$ cat config.mk
export PLATFORM = sky130hd
export DESIGN_NAME = clock_gate_ctrl
export DESIGN_NICKNAME = d
export VERILOG_FILES = /design/src/rtl/clock_gate_ctrl_pkg.sv /design/src/rtl/clock_gate_dom_fsm.sv /design/src/rtl/clock_gate_ctrl.sv
export SDC_FILE = /design/constraint.sdc
export NUM_CORES = 1
export LEC_CHECK = 0
export CAP_MARGIN = 20
export CORE_MARGIN = 3
export CORE_UTILIZATION = 45
export CTS_CLUSTER_DIAMETER = 120
export DETAILED_ROUTE_END_ITERATION = 10
export GPL_ROUTABILITY_DRIVEN = 0
export GPL_TIMING_DRIVEN = 1
export PLACE_DENSITY = 0.78
export SYNTH_ARGS = -nofsm -noshare
export SYNTH_HDL_FRONTEND = slang
export SYNTH_HIERARCHICAL = 1
export SYNTH_SLANG_ARGS = --single-unit
export TNS_END_PERCENT = 5
$ cat constraint.sdc
create_clock -name clock -period 2.9 [get_ports clock]
set_input_delay 0.29 -clock clock [delete_from_list [all_inputs] [get_ports clock]]
set_output_delay 0.29 -clock clock [all_outputs]
set_load 0.05 [all_outputs]
$ cat src/rtl/clock_gate_ctrl_pkg.sv
// Shared types and width helpers for the idle-driven clock-gating controller.
package clock_gate_ctrl_pkg;

   typedef enum logic [1:0] {
      RUN  = 2'd0,
      OFF  = 2'd1,
      WAKE = 2'd2
   } cg_state_t;

   // Width of a counter that must hold 0..n.
   function automatic int unsigned idle_cnt_w(input int unsigned idle_cycles);
      return $clog2(idle_cycles + 1);
   endfunction

   function automatic int unsigned wake_cnt_w(input int unsigned wake_cycles);
      return $clog2(wake_cycles + 1);
   endfunction

endpackage

$ cat src/rtl/clock_gate_dom_fsm.sv
// Per-domain gating FSM: idle timeout to OFF, timed wake-up back to RUN, gate-event counter.
module clock_gate_dom_fsm
   import clock_gate_ctrl_pkg::*;
#(
   parameter int unsigned IDLE_CYCLES = 16,
   parameter int unsigned WAKE_CYCLES = 2,
   parameter int unsigned CNT_W       = 16
) (
   input  logic             clock,
   input  logic             reset_n,
   input  logic             hold,
   input  logic             scan_mode,
   output logic             gate_en,
   output logic             dom_ready,
   output logic             dom_off,
   output logic [CNT_W-1:0] gate_cnt
);

   localparam int unsigned IDLE_W = idle_cnt_w(IDLE_CYCLES);
   localparam int unsigned WAKE_W = wake_cnt_w(WAKE_CYCLES);

   cg_state_t         state;
   logic [IDLE_W-1:0] idle_cnt;
   logic [WAKE_W-1:0] wake_cnt;

   // Reset returns the domain to RUN immediately, so gate_en rises with reset.
   always_ff @(posedge clock or negedge reset_n) begin
      if (!reset_n) begin
         state     <= RUN;
         idle_cnt  <= '0;
         wake_cnt  <= '0;
         gate_cnt  <= '0;
         gate_en   <= 1'b1;
         dom_ready <= 1'b1;
         dom_off   <= 1'b0;
      end else if (!scan_mode) begin
         case (state)
            RUN: begin
               if (hold) begin
                  idle_cnt <= '0;
               end else if (idle_cnt == IDLE_W'(IDLE_CYCLES - 1)) begin
                  state     <= OFF;
                  idle_cnt  <= '0;
                  gate_en   <= 1'b0;
                  dom_ready <= 1'b0;
                  dom_off   <= 1'b1;
                  if (gate_cnt != '1) gate_cnt <= gate_cnt + CNT_W'(1);
               end else begin
                  idle_cnt <= idle_cnt + IDLE_W'(1);
               end
            end
            OFF: begin
               if (hold) begin
                  state    <= WAKE;
                  wake_cnt <= '0;
                  gate_en  <= 1'b1;
                  dom_off  <= 1'b0;
               end
            end
            WAKE: begin
               // A wake always runs to completion, regardless of hold.
               if (wake_cnt == WAKE_W'(WAKE_CYCLES - 1)) begin
                  state     <= RUN;
                  wake_cnt  <= '0;
                  idle_cnt  <= '0;
                  dom_ready <= 1'b1;
               end else begin
                  wake_cnt <= wake_cnt + WAKE_W'(1);
               end
            end
            default: begin
               state     <= RUN;
               idle_cnt  <= '0;
               wake_cnt  <= '0;
               gate_en   <= 1'b1;
               dom_ready <= 1'b1;
               dom_off   <= 1'b0;
            end
         endcase
      end
   end

endmodule

$ cat src/rtl/clock_gate_ctrl.sv
// Clock-gating controller top: one gating FSM per domain, all-off reduction and TE fanout.
module clock_gate_ctrl #(
   parameter int unsigned NUM_DOM     = 2,
   parameter int unsigned IDLE_CYCLES = 16,
   parameter int unsigned WAKE_CYCLES = 2,
   parameter int unsigned CNT_W       = 16
) (
   input  logic                     clock,
   input  logic                     reset_n,
   input  logic [NUM_DOM-1:0]       busy,
   input  logic [NUM_DOM-1:0]       wake_req,
   input  logic                     force_on,
   input  logic                     scan_mode,
   output logic [NUM_DOM-1:0]       gate_en,
   output logic [NUM_DOM-1:0]       gate_te,
   output logic [NUM_DOM-1:0]       dom_ready,
   output logic                     all_off,
   output logic [NUM_DOM*CNT_W-1:0] gate_cnt
);

   logic [NUM_DOM-1:0] dom_off;

   for (genvar i = 0; i < NUM_DOM; i++) begin : g_dom
      clock_gate_dom_fsm #(
         .IDLE_CYCLES (IDLE_CYCLES),
         .WAKE_CYCLES (WAKE_CYCLES),
         .CNT_W       (CNT_W)
      ) u_fsm (
         .clock     (clock),
         .reset_n   (reset_n),
         .hold      (busy[i] | wake_req[i] | force_on),
         .scan_mode (scan_mode),
         .gate_en   (gate_en[i]),
         .dom_ready (dom_ready[i]),
         .dom_off   (dom_off[i]),
         .gate_cnt  (gate_cnt[i*CNT_W +: CNT_W])
      );
   end

   // Per-domain OFF flags are flops; the AND lands in the same cycle as gate_en falling.
   assign all_off = &dom_off;
   assign gate_te = {NUM_DOM{scan_mode}};

endmodule
==> metrics.yaml <==
run_status: "complete, no violations"
portBuffers: 46
place_inst: 396
die_w_um: 85.25
yosys_register_bits: 56
crit_top_cell: "or4_4"
crit_fanout: 5
worstSetupPathType: "in2reg"
post-cts-setup-buffers: 0
grt_pass1_wl_um: 9722
synth_seq_area_share_pct: 49.76
area_growth_syn_to_layout_pct: 23.33
cts.sinks: 56
syn-num-nets: 290
rows: 28
tightestPinTransition_ps: 534.6
clock_path_buffers: 2
clk_latency_ps: 310
min_period_ps: 2470
worst_ep_arrival_time_ps: 2670
skew_ps: 5.954
end_kind: "register"
synth_edf_count: 0
first_iter_violations: 98
report.final.slew_viol_count: 0
ys_warn_count: 6
clkSlewWorstSetupHoldPaths_ps: 90
layout.cells.non_filler: 405
hp-class: "in2async"
viasPerCell: 5.415
tritoncts: "yes"
cts_root_buf: "clkbuf_8"
avgSynthCellArea_um2: 10.17
drive_above_1_share_pct: 9.697
fmax_ghz: 0.4049
synth.most_common_cell: "dfrtp_1"
antenna_found_initial: 0
ant_nets: 0
seqCellArea_um2: 1406
drc: 0
core_area_um2: 5991
cp_slowest_stage_delay_ps: 490
setup_slack_ps: 430.0
netlist_instances: 278
slew_headroom_pct: 64.03
synthTopCellsByCount: "52 x dfrtp_1, 22 x nor2_1, 19 x nand2_1"
worstPathCellList: "clkdlybuf4s50_1 -> or3_1 -> or3_4 -> or4_4 -> or4_4 -> mux2_4"
multi_input_area_um2: 1315
cp.required_ps: 3100
yosysTopAreaCell: "dfrtp_1"
pwr_density_cell_nw_per_um2: 428.9
dp_hpwl_um: 4064
grt_usage_pct: 16.39
ctsHtreeMaxLevel: 2
grt_pass1_vias: 2128
firstDrtPassIters: 4
synth_ff_type: "dfrtp_1"
grt-ovfl-total: 0
die-area_um2: 7268
syn-cell-area_um2: 2826
grt_setup_unrepaired: "false"
vias: 2193
cap_violations: 0
synth_area_leaders: "dfrtp_1 46%, xor2_1 4.3%, xnor2_1 4.0%, dfstp_2 3.7%, o21ai_0 3.2%"
grt_max_degree: 39
antenna_cells: 0
nets: 341
yosysTopAreaCellShare_pct: 46.04
io_pins: 47
period_share_pct: 85.17
die_height_um: 85.25
start_util_pct: 47.18
crit_slowest_cell: "or4_4"
startpoint_type: "input pin"
peakVddDrop_mv: 0.2397
detailedPlace.worstSlack_ps: 100.5
leakage_uw: 0.001529
synthDistinctLibCells: 50
wl_per_cell_um: 13.41
fillers: 496
finalWirelength_um: 5431
fin_setup_tns_ps: 0
finalHoldViolations: 0
async_reset_ff_share_pct: 100.0
cts-buffers-inserted: 5
setup_viol: 0
==> metal layers <==
layer	share of wire (%)	track usage (%)	wire length [µm]
met2	48	27.12	2609
met5	0	0	0
met4	1.3	4.892	73
met3	4.2	3.883	230
met1	46	21.38	2517
==> cell families (layout without fill, tap and decap cells) <==
group | count (synthesis) | in the layout | share of synthesized area, %
mux | 6 | 6 | 2.390
buf+inv | 20 | 72 | 3.718
simple gates | 121 | 121 | 23.91
fa+ha+maj | 4 | 4 | 1.771
flops | 56 | 56 | 49.76
compound gates | 44 | 44 | 10.09
xor+xnor | 27 | 27 | 8.367
==> cells in the final DEF (no fill, tap or decap), drive strengths merged, types with 2 or more instances in the layout <==
master	Yosys	layout
or4	3	3
xnor2	13	13
dfstp	4	4
xor2	14	14
or3	7	7
nor2	22	22
nand4b	2	2
nor3	11	11
mux2	3	3
nor4	8	8
a22o	2	2
dfrtp	52	52
and4	3	3
or2b	2	2
a21boi	2	2
nand2	19	19
o21ai	18	18
o31ai	3	3
and3	5	5
a21oi	10	10
ha	4	4
nand3	16	16
nand4	10	10
inv	9	9
and2	4	4
nor3b	2	2
o21a	2	2
mux2i	3	3
nor2b	2	2
buf	5	9
clkbuf	6	5
clkdlybuf4s50	0	45
o41ai	2	2
==> critical path: cells and delay by family <==
kind / cells / cell delay, ps
buffers and inverters: 1 / 390
multiplexers: 1 / 300
AND/OR/NAND/NOR: 4 / 1690
==> what timing repair did <==
item,in CTS,in global routing
hold buffers,1,0
resized for setup,0,0
endpoints found under the hold margin,15,0
==> worst paths after layout <==
check	startpoint	endpoint	slack, ps	depth (start not counted)
worst max-delay path	wake_req[1]	g_dom[1].u_fsm/gate_cnt[15]	430	6
worst max register to register	g_dom[1].u_fsm/idle_cnt[0]	g_dom[1].u_fsm/gate_cnt[15]	570	5
worst min-delay path	reset_n	g_dom[0].u_fsm/dom_off	450	2
worst min register to register	g_dom[0].u_fsm/dom_ready	g_dom[0].u_fsm/dom_ready	480	2
max in group asynchronous	reset_n	g_dom[0].u_fsm/dom_ready	1610	3
min in group clock	g_dom[0].u_fsm/dom_ready	g_dom[0].u_fsm/dom_ready	480	2
==> registers in the layout (all words and copies together), names as in the netlist <==
register               flops
g_dom.u_fsm/idle_cnt      10
g_dom.u_fsm/gate_en        2
g_dom.u_fsm/dom_off        2
g_dom.u_fsm/state          4
g_dom.u_fsm/gate_cnt      32
g_dom.u_fsm/wake_cnt       4
g_dom.u_fsm/dom_ready      2
==> metrics by stage <==
stage / cell area [µm²] / hold slack (ps) / power (µW) / util, %
after floorplan: 2826 / -5.591 / 940.1 / -
after global placement: 3364 / 255.5 / 1002 / 56.16
after detailed placement: 3364 / 260.3 / 1006 / 56.16
after CTS: 3486 / 452.6 / 1515 / 58.19
after global routing: 3486 / 486.2 / 1566 / 58.19
final: 3486 / 454.3 / 1495 / 58.19
==> final cells by class <==
type	count	area share, %
flip-flops and latches	56	40.34
inverters	9	0.9691
well taps	75	2.692
clock inverters	3	1.220
clock buffers	5	1.974
repair buffers	55	15.08
multi-input cells	202	37.72
==> power by group <==
group / total (µW) / switching (µW) / internal (µW)
clock network: 505 / 249 / 256
logic: 158 / 100 / 58.1
registers: 831 / 20.2 / 811
total: 1490 / 370 / 1120
(Power assumes the default switching activity.)
